--- src/rtl/multdiv_wb_ctrl_if.sv ---
// rtl/multdiv_wb_ctrl_if.sv - decode/writeback-side bus of the mult/div writeback controller
// master: pipeline side (decode, mult/div unit, writeback); slave: controller.
interface multdiv_wb_ctrl_if #(
  parameter int ADDR_W = 5
) ();
  logic              issue_valid;
  logic [ADDR_W-1:0] issue_rd;
  logic              issue_ready;
  logic              md_start;
  logic              md_ready;
  logic              md_exception;
  logic [ADDR_W-1:0] src_a_addr;
  logic [ADDR_W-1:0] src_b_addr;
  logic              hazard_stall;
  logic              wb_pipe_valid;
  logic [ADDR_W-1:0] wb_pipe_rd;
  logic              wb_pipe_stall;
  logic              rf_we;
  logic [ADDR_W-1:0] rf_waddr;
  logic              exc_wb;
  logic              busy;
  logic              timeout;

  modport master (
    output issue_valid, issue_rd, md_ready, md_exception,
           src_a_addr, src_b_addr, wb_pipe_valid, wb_pipe_rd,
    input  issue_ready, md_start, hazard_stall, wb_pipe_stall,
           rf_we, rf_waddr, exc_wb, busy, timeout
  );

  modport slave (
    input  issue_valid, issue_rd, md_ready, md_exception,
           src_a_addr, src_b_addr, wb_pipe_valid, wb_pipe_rd,
    output issue_ready, md_start, hazard_stall, wb_pipe_stall,
           rf_we, rf_waddr, exc_wb, busy, timeout
  );
endinterface

--- src/rtl/multdiv_wb_ctrl.sv ---
// rtl/multdiv_wb_ctrl.sv - mult/div issue, hazard stall and register-file writeback arbitration
// Optional BUSY watchdog compiled in with MD_TIMEOUT_EN.
module multdiv_wb_ctrl #(
  parameter int ADDR_W  = 5,
  parameter int EXC_REG = 30,
  parameter int TIMEOUT = 40,
  parameter int CNT_W   = 6
) (
  input  logic               i_clk,
  input  logic               i_rst_n,
  multdiv_wb_ctrl_if.slave   bus
);

  typedef enum logic [1:0] {
    S_IDLE = 2'd0,
    S_BUSY = 2'd1,
    S_WB   = 2'd2
  } state_t;

  localparam logic [ADDR_W-1:0] EXC_ADDR = ADDR_W'(EXC_REG);

  state_t            r_state;
  state_t            w_next;
  logic [ADDR_W-1:0] r_held_rd;
  logic              r_held_exc;
  logic              r_timeout;

  logic              w_issue;
  logic              w_done;
  logic              w_tmo_hit;
  logic              w_src_hit_rd;
  logic              w_src_hit_exc;

  logic              w_issue_ready;
  logic              w_md_start;
  logic              w_hazard_stall;
  logic              w_wb_pipe_stall;
  logic              w_rf_we;
  logic [ADDR_W-1:0] w_rf_waddr;
  logic              w_exc_wb;
  logic              w_busy;

  assign w_issue = bus.issue_valid && (r_state == S_IDLE);
  assign w_done  = bus.md_ready && (r_state == S_BUSY);

`ifdef MD_TIMEOUT_EN
  logic [CNT_W-1:0] r_cnt;

  always_ff @(posedge i_clk or negedge i_rst_n) begin
    if (!i_rst_n) begin
      r_cnt <= '0;
    end else if (w_issue) begin
      r_cnt <= '0;
    end else if (r_state == S_BUSY) begin
      r_cnt <= r_cnt + 1'b1;
    end
  end

  // A result arriving on the last allowed cycle wins over the watchdog.
  assign w_tmo_hit = (r_state == S_BUSY) && !bus.md_ready &&
                     (r_cnt == CNT_W'(TIMEOUT - 1));
`else
  logic w_unused_cfg;
  assign w_unused_cfg = ^{32'(CNT_W), 32'(TIMEOUT)};
  assign w_tmo_hit    = 1'b0;
`endif

  always_ff @(posedge i_clk or negedge i_rst_n) begin
    if (!i_rst_n) begin
      r_state    <= S_IDLE;
      r_held_rd  <= '0;
      r_held_exc <= 1'b0;
      r_timeout  <= 1'b0;
    end else begin
      r_state <= w_next;
      if (w_issue) begin
        r_held_rd <= bus.issue_rd;
      end
      if (w_done) begin
        r_held_exc <= bus.md_exception;
      end else if (w_tmo_hit) begin
        r_held_exc <= 1'b1;
      end
      if (w_tmo_hit) begin
        r_timeout <= 1'b1;
      end
    end
  end

  assign w_src_hit_rd  = (r_held_rd != '0) &&
                         ((bus.src_a_addr == r_held_rd) || (bus.src_b_addr == r_held_rd));
  // While BUSY the outcome is unknown, so readers of the exception register must wait too.
  assign w_src_hit_exc = ((bus.src_a_addr == EXC_ADDR) || (bus.src_b_addr == EXC_ADDR)) &&
                         (r_held_exc || (r_state == S_BUSY));

  always_comb begin
    w_next          = r_state;
    w_issue_ready   = 1'b0;
    w_md_start      = 1'b0;
    w_busy          = 1'b1;
    w_rf_we         = 1'b0;
    w_rf_waddr      = '0;
    w_exc_wb        = 1'b0;
    w_wb_pipe_stall = 1'b0;
    unique case (r_state)
      S_IDLE: begin
        w_issue_ready = 1'b1;
        w_busy        = 1'b0;
        w_md_start    = bus.issue_valid;
        if (bus.issue_valid) begin
          w_next = S_BUSY;
        end
      end
      S_BUSY: begin
        if (w_done || w_tmo_hit) begin
          w_next = S_WB;
        end
      end
      S_WB: begin
        w_rf_we         = r_held_exc || (r_held_rd != '0);
        w_rf_waddr      = r_held_exc ? EXC_ADDR : r_held_rd;
        w_exc_wb        = r_held_exc;
        w_wb_pipe_stall = bus.wb_pipe_valid && (bus.wb_pipe_rd != '0);
        w_next          = S_IDLE;
      end
      default: begin
        w_next = S_IDLE;
      end
    endcase
  end

  assign w_hazard_stall = (bus.issue_valid && !w_issue_ready) ||
                          ((r_state != S_IDLE) && (w_src_hit_rd || w_src_hit_exc));

  assign bus.issue_ready   = w_issue_ready;
  assign bus.md_start      = w_md_start;
  assign bus.hazard_stall  = w_hazard_stall;
  assign bus.wb_pipe_stall = w_wb_pipe_stall;
  assign bus.rf_we         = w_rf_we;
  assign bus.rf_waddr      = w_rf_waddr;
  assign bus.exc_wb        = w_exc_wb;
  assign bus.busy          = w_busy;
  assign bus.timeout       = r_timeout;

endmodule

--- src/flat_wrapper.sv ---
// flat-port wrapper written by rule: the top's interface ports become plain ports
module multdiv_wb_ctrl_flat 
#(
  parameter int ADDR_W  = 5,
  parameter int EXC_REG = 30,
  parameter int TIMEOUT = 40,
  parameter int CNT_W   = 6
)
  (i_clk, i_rst_n, bus_issue_valid, bus_issue_rd, bus_md_ready, bus_md_exception, bus_src_a_addr, bus_src_b_addr, bus_wb_pipe_valid, bus_wb_pipe_rd, bus_issue_ready, bus_md_start, bus_hazard_stall, bus_wb_pipe_stall, bus_rf_we, bus_rf_waddr, bus_exc_wb, bus_busy, bus_timeout);
  multdiv_wb_ctrl_if #(.ADDR_W(ADDR_W)) bus_i ();
  input  logic i_clk;
  input  logic i_rst_n;
  input wire logic [$bits(bus_i.issue_valid)-1:0] bus_issue_valid;
  input wire logic [$bits(bus_i.issue_rd)-1:0] bus_issue_rd;
  input wire logic [$bits(bus_i.md_ready)-1:0] bus_md_ready;
  input wire logic [$bits(bus_i.md_exception)-1:0] bus_md_exception;
  input wire logic [$bits(bus_i.src_a_addr)-1:0] bus_src_a_addr;
  input wire logic [$bits(bus_i.src_b_addr)-1:0] bus_src_b_addr;
  input wire logic [$bits(bus_i.wb_pipe_valid)-1:0] bus_wb_pipe_valid;
  input wire logic [$bits(bus_i.wb_pipe_rd)-1:0] bus_wb_pipe_rd;
  output wire logic [$bits(bus_i.issue_ready)-1:0] bus_issue_ready;
  output wire logic [$bits(bus_i.md_start)-1:0] bus_md_start;
  output wire logic [$bits(bus_i.hazard_stall)-1:0] bus_hazard_stall;
  output wire logic [$bits(bus_i.wb_pipe_stall)-1:0] bus_wb_pipe_stall;
  output wire logic [$bits(bus_i.rf_we)-1:0] bus_rf_we;
  output wire logic [$bits(bus_i.rf_waddr)-1:0] bus_rf_waddr;
  output wire logic [$bits(bus_i.exc_wb)-1:0] bus_exc_wb;
  output wire logic [$bits(bus_i.busy)-1:0] bus_busy;
  output wire logic [$bits(bus_i.timeout)-1:0] bus_timeout;
  assign bus_i.issue_valid = bus_issue_valid;
  assign bus_i.issue_rd = bus_issue_rd;
  assign bus_i.md_ready = bus_md_ready;
  assign bus_i.md_exception = bus_md_exception;
  assign bus_i.src_a_addr = bus_src_a_addr;
  assign bus_i.src_b_addr = bus_src_b_addr;
  assign bus_i.wb_pipe_valid = bus_wb_pipe_valid;
  assign bus_i.wb_pipe_rd = bus_wb_pipe_rd;
  assign bus_issue_ready = bus_i.issue_ready;
  assign bus_md_start = bus_i.md_start;
  assign bus_hazard_stall = bus_i.hazard_stall;
  assign bus_wb_pipe_stall = bus_i.wb_pipe_stall;
  assign bus_rf_we = bus_i.rf_we;
  assign bus_rf_waddr = bus_i.rf_waddr;
  assign bus_exc_wb = bus_i.exc_wb;
  assign bus_busy = bus_i.busy;
  assign bus_timeout = bus_i.timeout;
  multdiv_wb_ctrl #(.ADDR_W(ADDR_W), .EXC_REG(EXC_REG), .TIMEOUT(TIMEOUT), .CNT_W(CNT_W)) u_core (.i_clk(i_clk), .i_rst_n(i_rst_n), .bus(bus_i));
endmodule
--- config.mk ---
export PLATFORM = sky130hd
export DESIGN_NAME = multdiv_wb_ctrl_flat
export DESIGN_NICKNAME = d
export VERILOG_FILES = /design/src/rtl/multdiv_wb_ctrl_if.sv /design/src/rtl/multdiv_wb_ctrl.sv /design/src/flat_wrapper.sv
export SDC_FILE = /design/constraint.sdc
export NUM_CORES = 1
export LEC_CHECK = 0
export ABC_AREA = 0
export BUFFER_PORTS_ARGS = -buffer_cell sky130_fd_sc_hd__buf_2
export CORE_UTILIZATION = 30
export DETAILED_ROUTE_END_ITERATION = 10
export HOLD_SLACK_MARGIN = 0.02
export PLACE_DENSITY = 0.66
export RECOVER_POWER = 25
export SLEW_MARGIN = 20
export SYNTH_ARGS = -nofsm -noshare
export SYNTH_HDL_FRONTEND = slang
export SYNTH_SLANG_ARGS = --single-unit
--- constraint.sdc ---
create_clock -name i_clk -period 3.23 [get_ports i_clk]
set_input_delay 0.4845 -clock i_clk [delete_from_list [all_inputs] [get_ports i_clk]]
set_output_delay 0.4845 -clock i_clk [all_outputs]
set_load 0.05 [all_outputs]
==> metrics.md, run 1 <==
| Metric | Value |
|---|---|
| Nets | `approximately 130` |
| Final Hold Viols | `0` |
| Vias per inst | `approximately 4.4` |
| Tmin final | `between 2 and 2.5 ns` |
| Hold buffer count at CTS | `0` |
| Unrepaired setup endpoints after global routing | `no` |
| N_diodes | `0` |
| List of most frequent post-synthesis cells | `nor2_1, dfrtp_1, xor2_1, mux2_4` |
| Layout area overhead | `36.7%` |
| Synth Instances | `66` |
| Crit Path Class | `reg -> out` |
| First DRT Iteration DRCs | `5` |
| Synth cell types | `23` |
| Detail Route Antenna Nets | `0` |
| MaxCap Viol Count | `0` |
| Die area | `between 2000 and 2500 µm²` |
| Worst EP arrival | `1.62 ns` |
| TritonCTS clock tree | `done` |
| Cell Pwr Density | `around 570 nW/µm²` |
| I/O Pins | `39` |
| Clock root buffer | `clkbuf_4` |
| TNS Setup | `0 ns` |
| Routed length per placed instance | `10.5 µm` |
| Total Routing Usage GR | `between 10% and 20%` |
| Core area | `about 1800 µm²` |
| Run status | `complete, no violations` |
| Post_cts resized | `0` |
| CTS H-tree lvls | `1` |
| IO buf count | `37` |
| Netlist Area Pre-Place | `587 µm²` |
| Gpl congestion | `roughly 0.8` |
| Cell type with the largest total area after synthesis | `dfrtp_1` |
| Worst path slowest cell | `dfrtp_1` |
| Critical Path End Type | `primary output` |
| DP Wirelength | `between 1000 and 1500 µm` |
| Highest clock rate | `about 470 MHz` |
| Post-Route Utilization | `between 40% and 50%` |
| Ys async rst share | `100%` |
| Worst-Skew Late Latency | `approximately 0.24 ns` |
| WP data required | `around 2.8 ns` |
| Sequential area share after synthesis | `between 30% and 40%` |
| WP buf/inv | `1` |
| CP max FO | `5` |
| DR vias | `roughly 560` |
| Syn. warnings | `0` |
| Area contributors post-synth | `dfrtp_1, mux2_4, xor2_1` |
| Gr ovfl total | `0` |
| Clock Skews | `~0.00018 ns` |
| Most common cell in the netlist | `nor2_1` |
| Min-Delay Path Class | `in -> async` |
| FF+latch count, synth | `8` |
| Layout cells sized above 1 | `roughly 45%` |
| EDFF count, synth | `0` |
| Starting Density | `32.9%` |
| Die W | `~46 µm` |
| Drt drc | `0` |
| Final slew viol count | `0` |
| Post-CTS setup buffer count | `0` |
| CTS buffer count | `3` |
| Post-synth top area share | `between 30% and 40%` |
| Global-route wire length before repair | `2010 µm` |
| Syn avg cell area | `around 8.9 µm²` |
| CP top delay family | `flip-flops` |
| Peak VDD IR | `roughly 0.26 mV` |
| Critical Path, Cell by Cell | `xor2_1 > nor3_1 > nand4_1 > a31oi_1 > buf_2` |
| Vias in the first global route | `484` |
| Max Root-Sink Buffers | `2` |
| Chip height | `roughly 46 µm` |
| Row cnt | `15` |
| Initial antenna violation count | `0` |
| Setup violations, final | `0` |
| Clk sinks | `8` |
| Net count after synthesis | `between 90 and 100` |
| Static Leak | `approximately 0.42 nW` |
| Cells on worst reg2reg path | `3` |
| Main synth FF type | `dfrtp_1` |
| Drt pass-1 iters | `4` |
| Critical R2R Launch | `u_core.r_state[1]$_DFFE_PN0P_` |
| Max incr delay on CP | `about 0.45 ns` |
| Startpoint types | `flip-flop` |
| Final cycle utilization of the critical path | `65.2%` |
| Largest net degree at the start of global routing | `9` |
| Clock Pin Slew Worst Setup and Hold Paths | `0.05 ns` |
| FF-to-FF End | `u_core.r_held_rd[1]$_DFFE_PN0P_` |
| Reg2Reg Setup Slack | `1.95 ns` |
| Routed WL | `about 1300 µm` |
sequential cells by signal, summed over array words and instances (netlist names):
signal	count
u_core.r_held_exc	1
u_core.r_held_rd	5
u_core.r_state	2
placed cells by master, fill, tap and decap left out, types with 4 or more instances in the layout:
cell type  instances
xor2_1             6
xnor2_1            4
nand2_1            4
dfrtp_1            8
buf_2             36
mux2_4             5
nand4_1            4
nor2_1            13
power breakdown:
part           internal [mW]  switching [mW]  total, mW
Combinational         0.0890           0.121      0.210
Sequential             0.125          0.0456      0.171
Clock                 0.0422          0.0299     0.0721
stage by stage:
| step | instance area (µm²) | power [mW] | setup WS, ns | std cells | hold slack, ns |
|---|---|---|---|---|---|
| after global placement | 781 | 0.380 | 1.30 | 125 | 0.326 |
| after floorplan | 587 | 0.330 | 0.855 | 66 | 0.189 |
| final | 802 | 0.453 | 1.12 | 128 | 0.138 |
| after CTS | 803 | 0.459 | 1.11 | 128 | 0.0642 |
| after detailed placement | 781 | 0.383 | 1.27 | 125 | 0.332 |
| after global routing | 802 | 0.488 | 1.01 | 128 | 0.153 |
layout make-up:
type	instances	area [µm²]
Fill cell	183	981
Multi-Input combinational cell	52	353
Sequential cell	8	200
Timing Repair Buffer	37	184
Tap cell	25	31.3
Clock buffer	3	22.5
Inverter	3	11.3
metal layers:
metal | up-vias | part of all wire (%) | global-route usage [%]
li1 | 294 | - | -
met1 | 236 | 51 | 17.5
met2 | 32 | 41 | 20.3
met3 | 0 | 8.3 | 1.96
met4 | 0 | 0 | 7.06
met5 | - | 0 | 0
worst max-delay path by stage:
stage / startpoint / to / slack [ns] / cells after the start
3_5_place_dp: bus_src_b_addr[3] / bus_hazard_stall / 1.27 / 6
2_1_floorplan: u_core.r_state[0]$_DFFE_PN0P_ / bus_rf_waddr[0] / 0.86 / 3
5_1_grt: u_core.r_held_rd[3]$_DFFE_PN0P_ / bus_hazard_stall / 1.01 / 5
6_report: u_core.r_held_rd[3]$_DFFE_PN0P_ / bus_hazard_stall / 1.12 / 5
4_1_cts: u_core.r_held_rd[3]$_DFFE_PN0P_ / bus_hazard_stall / 1.11 / 5
3_3_place_gp: bus_src_b_addr[3] / bus_hazard_stall / 1.30 / 6
worst register-to-register path, stage by stage (launching register included):
cell and delay [ns]:
dfrtp_1 0.42, nor2_2 0.20, and2_4 0.24, mux2_4 0.31
logic make-up (layout without fill, tap and decap cells):
| group | count (synthesis) | after routing | synth area share, % |
|---|---|---|---|
| simple gates | 30 | 30 | 25.2 |
| xor+xnor | 10 | 10 | 14.9 |
| flops | 8 | 8 | 34.1 |
| mux | 6 | 6 | 14.5 |
| buf+inv | 6 | 43 | 5.76 |
| compound gates | 5 | 5 | 4.90 |
| other cells | 1 | 1 | 0.639 |
(Power assumes the default switching activity.)
==> run 2, diff against run 1 <==
- PLACE_DENSITY: 0.66 -> 0.68
- clock period: 3.23 -> 1.7 ns (I/O delays scaled with it)
==> run 2 against run 1 <==
  * The run now ends with negative setup slack left
  * Clock skew rose by 0.0023 ns
  * Final area rose by 12%
  * Sequential power rose by 91%
  * Global-route usage rose by 1.1 points
  * Clock-buffer cell count did not move
  * Wire length rose by 8.6%
  * Cell count rose by 2.3%
  * Utilization rose by 5.2 points
  * Via count rose by 9.4%
  * Critical path type unchanged
  * Largest power group unchanged
==> metrics.md, run 2 (synthesis gave the netlist of run 1 again) <==
| Metric | Value |
|---|---|
| Run status | `complete, but fails checks` |
| Failing checks | `negative setup slack` |
| Post-route setup slack | `-0.0883 ns` |
| Seq pwr share | `approximately a third` |
| Gr ovfl total | `0` |
| Critical Path, Cell by Cell | `nor3_1 > nand2_1 > nand4_1 > a31oi_2 > buf_6` |
| Gpl congestion | `between 0.9 and 1` |
| Worst hold slack | `roughly 0.22 ns` |
| Die area | `~2100 µm²` |
| Static Leak | `0.440 nW` |
| Initial antenna violation count | `0` |
| I/O Pins | `39` |
| Starting Density | `about 33%` |
| Vias per inst | `between 4 and 5` |
| Row cnt | `15` |
| Placed Cells incl. Taps | `approximately 130` |
| Layout area overhead | `52.5%` |
| Highest clock rate | `roughly 560 MHz` |
| Layout cells sized above 1 | `54.7%` |
| WP data required | `1.44 ns` |
| DR vias | `615` |
| Chip height | `approximately 46 µm` |
| Routed length per placed instance | `between 10 and 15 µm` |
| Nets | `134` |
| Max FFs per register | `5` |
| DP Wirelength | `1190 µm` |
| Largest Register | `u_core.r_held_rd` |
| N_diodes | `0` |
| MaxCap Viol Count | `0` |
| CP max FO | `5` |
| Net Sw Frac | `a little over two fifths` |
| Clk pwr share | `about 15%` |
| Most common cell after layout, fill and taps aside | `buf_2` |
| Total Routing Usage GR | `14.2%` |
| Detail Route Antenna Nets | `0` |
| Clock root buffer | `clkbuf_4` |
| Crit Path Class | `reg -> out` |
| Critical Path End Type | `primary output` |
| Comb pwr share | `a little over 50%` |
| Worst path slowest cell | `dfrtp_1` |
| Die W | `about 46 µm` |
| Clock Pin Slew Worst Setup and Hold Paths | `about 0.050 ns` |
| Peak VDD IR | `0.401 mV` |
| Cell Pwr Density | `around 1000 nW/µm²` |
| Max Root-Sink Buffers | `2` |
| Startpoint types | `flip-flop` |
| Min-Delay Path Class | `in -> reg` |
| Core area | `approximately 1800 µm²` |
| Design internal power | `roughly 0.53 mW` |
| Fin cells | `roughly 130` |
| Final slew viol count | `0` |
| Drt pass-1 iters | `4` |
| First DRT Iteration DRCs | `9` |
| CTS buffer count | `3` |
| Unrepaired setup endpoints after global routing | `yes` |
| CTS H-tree lvls | `1` |
| Commonest non-fill, non-tap cells in the layout | `buf_2, nor2_1` |
| Setup violations, final | `1` |
| Net Sw Power | `approximately 0.4 mW` |
| Largest net degree at the start of global routing | `9` |
| Vias in the first global route | `between 400 and 500` |
| Max incr delay on CP | `between 0.4 and 0.5 ns` |
| Tmin final | `roughly 1.8 ns` |
| Worst EP arrival | `roughly 1.5 ns` |
| Clock Skews | `approximately 0.0025 ns` |
| TritonCTS clock tree | `done` |
| Drt drc | `0` |
| Worst-Skew Late Latency | `roughly 0.25 ns` |
| Global-route wire length before repair | `roughly 2100 µm` |
| Largest regs | `u_core.r_held_rd x5, u_core.r_state x2, u_core.r_held_exc x1` |
| IO buf count | `37` |
| Clk sinks | `8` |
| Final cycle utilization of the critical path | `105%` |
| Final Hold Viols | `0` |
| Routed WL | `between 1000 and 1500 µm` |
## run 2: cell types whose count changed in the layout (fill, tap and decap cells not counted), moves of 2 or more
cell / previous run / this run
nor3b_2: 0 / 2
nor3b_1: 2 / 0
dfrtp_2: 0 / 3
a31oi_2: 0 / 2
buf_2: 36 / 31
dfrtp_1: 8 / 5
a31oi_1: 2 / 0
buf_4: 0 / 5
## run 2: path summary, 6_finish.rpt
check                                                startpoint                              end  slack, ns  cells past startpoint
worst max-delay path            u_core.r_held_rd[2]$_DFFE_PN0P_                 bus_hazard_stall      -0.09                      5
worst min-delay path                           bus_md_exception    u_core.r_held_exc$_DFFE_PN0P_       0.22                      3
worst max register to register    u_core.r_state[1]$_DFFE_PN0P_  u_core.r_held_rd[3]$_DFFE_PN0P_       0.40                      3
worst min register to register  u_core.r_held_rd[1]$_DFFE_PN0P_  u_core.r_held_rd[1]$_DFFE_PN0P_       0.58                      1
max in group asynchronous                               i_rst_n  u_core.r_held_rd[3]$_DFFE_PN0P_       0.90                      2
min in group asynchronous                               i_rst_n    u_core.r_held_exc$_DFFE_PN0P_       0.50                      2
## run 2: final cells by class
type                       instances  area, µm²
timing repair buffer              40        225
multi-input combinational         52        400
clock buffer                       3       22.5
tap                               25       31.3
sequential                         8        204
inverter                           3       11.3
fill                             168        888
## run 2: through the flow
step	power [mW]	setup slack [ns]	instance area [µm²]	util [%]	TNS (ns)
final	0.938	-0.0883	895	50.2	-0.0883
after global routing	1.00	-0.201	895	50.2	-0.201
after CTS	0.917	-0.110	866	48.6	-0.110
after detailed placement	0.757	0.0531	816	45.8	0
after global placement	0.748	0.120	816	45.8	0
after floorplan	0.642	-0.00842	614	-	-0.00842
## run 2: what timing repair did
| action | in CTS | in global routing |
|---|---|---|
| endpoints found under the setup margin | 4 | 3 |
| gates resized for setup | 8 | 6 |
| setup buffers | 0 | 1 |
| hold buffers | 1 | 0 |
| pin swaps | 1 | 4 |
| gates cloned | 0 | 0 |
| endpoints found under the hold margin | 8 | 0 |
## run 2: power groups by stage
stage / clock (mW) / combinational, mW / sequential [mW]
after global routing: 0.156 / 0.511 / 0.335
after global placement: 0 / 0.434 / 0.314
after floorplan: 0 / 0.338 / 0.305
final: 0.138 / 0.474 / 0.326
after detailed placement: 0 / 0.436 / 0.321
after CTS: 0.144 / 0.450 / 0.323
## run 2: worst max-delay path, delay by kind of cell (launching register included)
family / cells / cell delay (ns)
AOI/OAI and AO/OA: 1 / 0.11
DFF: 1 / 0.45
buffers and inverters: 1 / 0.17
and+or+nand+nor: 3 / 0.56
## run 2: per-layer routing
metal	vias up	part of all wire (%)	track usage, %	wire [µm]
met3	4	8.2	2.75	119
met1	273	46	18.8	675
met4	0	2.7	11.8	40
met2	38	43	19.7	625
li1	300	-	-	-
met5	-	0	0	0
==> run 3, diff against run 2 <==
- CORE_ASPECT_RATIO: default -> 1.2
==> run 3 against run 2 <==
  * The flow still finishes with violations (negative setup slack)
  * Maximum frequency rose by 1.4%
  * Non-clock buffer count rose by 3
  * Register-to-register slack improved by 0.02 ns
  * Largest cell class unchanged
  * Wire length fell by 0.89%
  * Sequential power fell by 3%
  * First-iteration DRC count fell by 67%
==> metrics.md, run 3 (synthesis gave the netlist of run 1 again) <==
| Metric | Value |
|---|---|
| Run status | `complete, but fails checks` |
| Failing checks | `negative setup slack` |
| Unrepaired setup endpoints after global routing | `yes` |
| Max FFs per register | `5` |
| Worst path slowest cell | `dfrtp_2` |
| Gr ovfl total | `0` |
| CTS buffer count | `3` |
| Routed WL | `1450 µm` |
| Post-route setup slack | `-0.0639 ns` |
| Tmin final | `1.76 ns` |
| Row cnt | `17` |
| Drt pass-1 iters | `2` |
| Critical Path, Cell by Cell | `xor2_2 > nor3_2 > nand4_1 > a31oi_2 > buf_6` |
| MaxCap Viol Count | `0` |
| Commonest non-fill, non-tap cells in the layout | `buf_2, nor2_1, dfrtp_1` |
| Starting Density | `32.1%` |
| Static Leak | `about 0.45 nW` |
| Critical R2R Launch | `u_core.r_state[0]$_DFFE_PN0P_` |
| Global-route wire length before repair | `2360 µm` |
| Pre-CTS setup slack | `between 0.02 and 0.025 ns` |
| Die W | `between 40 and 50 µm` |
| Clock Pin Slew Worst Setup and Hold Paths | `roughly 0.05 ns` |
| Highest clock rate | `~570 MHz` |
| Layout area overhead | `53.5%` |
| Crit Path Class | `reg -> out` |
| Placed Cells incl. Taps | `120` |
| Vias per inst | `approximately 4.7` |
| CP top delay family | `flip-flops` |
| CP max FO | `4` |
| Final slew viol count | `0` |
| Vias in the first global route | `~550` |
| Initial antenna violation count | `0` |
| I/O Pins | `39` |
| Fin cells | `128` |
| Core area | `between 1500 and 2000 µm²` |
| Die area | `~2100 µm²` |
| Final cycle utilization of the critical path | `104%` |
| Worst-Skew Late Latency | `approximately 0.24 ns` |
| First DRT Iteration DRCs | `3` |
| Detail Route Antenna Nets | `0` |
| N_diodes | `0` |
| Clock root buffer | `clkbuf_4` |
| Peak VDD IR | `approximately 0.4 mV` |
| TritonCTS clock tree | `done` |
| Most common cell after layout, fill and taps aside | `buf_2` |
| Routed length per placed instance | `around 11 µm` |
| Min-Delay Path Class | `in -> reg` |
| Setup crit start | `u_core.r_held_rd[1]$_DFFE_PN0P_` |
| Startpoint types | `flip-flop` |
| Setup violations, final | `1` |
| Hold_sp | `bus_md_exception` |
| Drt drc | `0` |
| Final Hold Viols | `0` |
| Critical Path End Type | `primary output` |
| Worst hold slack | `0.219 ns` |
| # fillers | `approximately 180` |
| Max incr delay on CP | `0.45 ns` |
| WP data required | `around 1.4 ns` |
| Nets | `137` |
| Max Root-Sink Buffers | `2` |
| Largest net degree at the start of global routing | `9` |
| Clk sinks | `8` |
| Cell Pwr Density | `1050 nW/µm²` |
| Gpl congestion | `~0.84` |
| CTS H-tree lvls | `1` |
| Total Routing Usage GR | `14.5%` |
| Layout cells sized above 1 | `56.0%` |
| WP buf/inv | `1` |
| Clock Skews | `0.00177 ns` |
| DR vias | `~600` |
| DP Wirelength | `approximately 1200 µm` |
| Largest regs | `u_core.r_held_rd x5, u_core.r_state x2, u_core.r_held_exc x1` |
| Largest Register | `u_core.r_held_rd` |
| IO buf count | `37` |
| Chip height | `50.5 µm` |
| Worst EP arrival | `between 1.5 and 2 ns` |
[run 3: changes by cell type in the layout (fill, tap and decap cells not counted)]
cell	before	now
dfrtp_2	3	2
dfrtp_1	5	6
buf_2	31	34
nand2b_4	1	0
nand2b_2	0	1
nor3_2	1	2
nor3_1	2	1
[run 3: per-layer routing]
layer | track usage [%] | share of wire [%] | wire, µm | vias up
met5 | 0 | 0 | 0 | -
met4 | 4.69 | 0.41 | 6 | 0
met3 | 3.24 | 6.4 | 93 | 2
met2 | 24.9 | 51 | 739 | 24
met1 | 17.9 | 42 | 607 | 269
li1 | - | - | - | 307
[run 3: final timing paths]
check / to / slack (ns) / cells after the start
setup reg to reg: u_core.r_held_rd[0]$_DFFE_PN0P_ / 0.42 / 4
setup / recovery: bus_hazard_stall / -0.06 / 5
max in group asynchronous: u_core.r_held_rd[4]$_DFFE_PN0P_ / 0.94 / 2
hold reg to reg: u_core.r_state[0]$_DFFE_PN0P_ / 0.58 / 1
hold / removal: u_core.r_held_exc$_DFFE_PN0P_ / 0.22 / 3
min in group asynchronous: u_core.r_state[0]$_DFFE_PN0P_ / 0.45 / 2
[run 3: cell type report]
cell class,instances,area (µm²),area share (%)
timing repair buffer,43,240,26.7
tap,19,23.8,2.64
multi-input combinational,52,400,44.4
inverter,3,11.3,1.25
sequential,8,203,22.5
clock buffer,3,22.5,2.50
[run 3: worst reg2reg max path: cells and delay by family, from the launching register on]
family | cells | cell delay (ns)
buffers and inverters | 1 | 0.15
DFF | 1 | 0.37
muxes | 1 | 0.31
and+or+nand+nor | 2 | 0.33
[run 3: metrics by stage]
stage / utilization [%] / power [mW] / area [µm²] / TNS (ns)
3_3_place_gp: 44.2 / 0.745 / 808 / 0
5_1_grt: 49.2 / 1.01 / 901 / -0.136
4_1_cts: 48.4 / 0.946 / 885 / -0.0700
6_report: 49.2 / 0.946 / 901 / -0.0639
2_1_floorplan: - / 0.642 / 614 / -0.00842
3_5_place_dp: 44.2 / 0.750 / 808 / 0
[run 3: power by group]
group	switching, mW	internal [mW]	leakage [nW]
Clock	0.0549	0.0801	0.0138
Combinational	0.269	0.225	0.345
Sequential	0.0744	0.241	0.0941
[run 3: repair_timing]
item | 4_1_cts | 5_1_grt
hold buffers | 1 | 0
pin swaps | 4 | 8
resized for setup | 5 | 4
endpoints found under the hold margin | 8 | 0
setup endpoints to repair | 1 | 9
setup buffers | 4 | 0
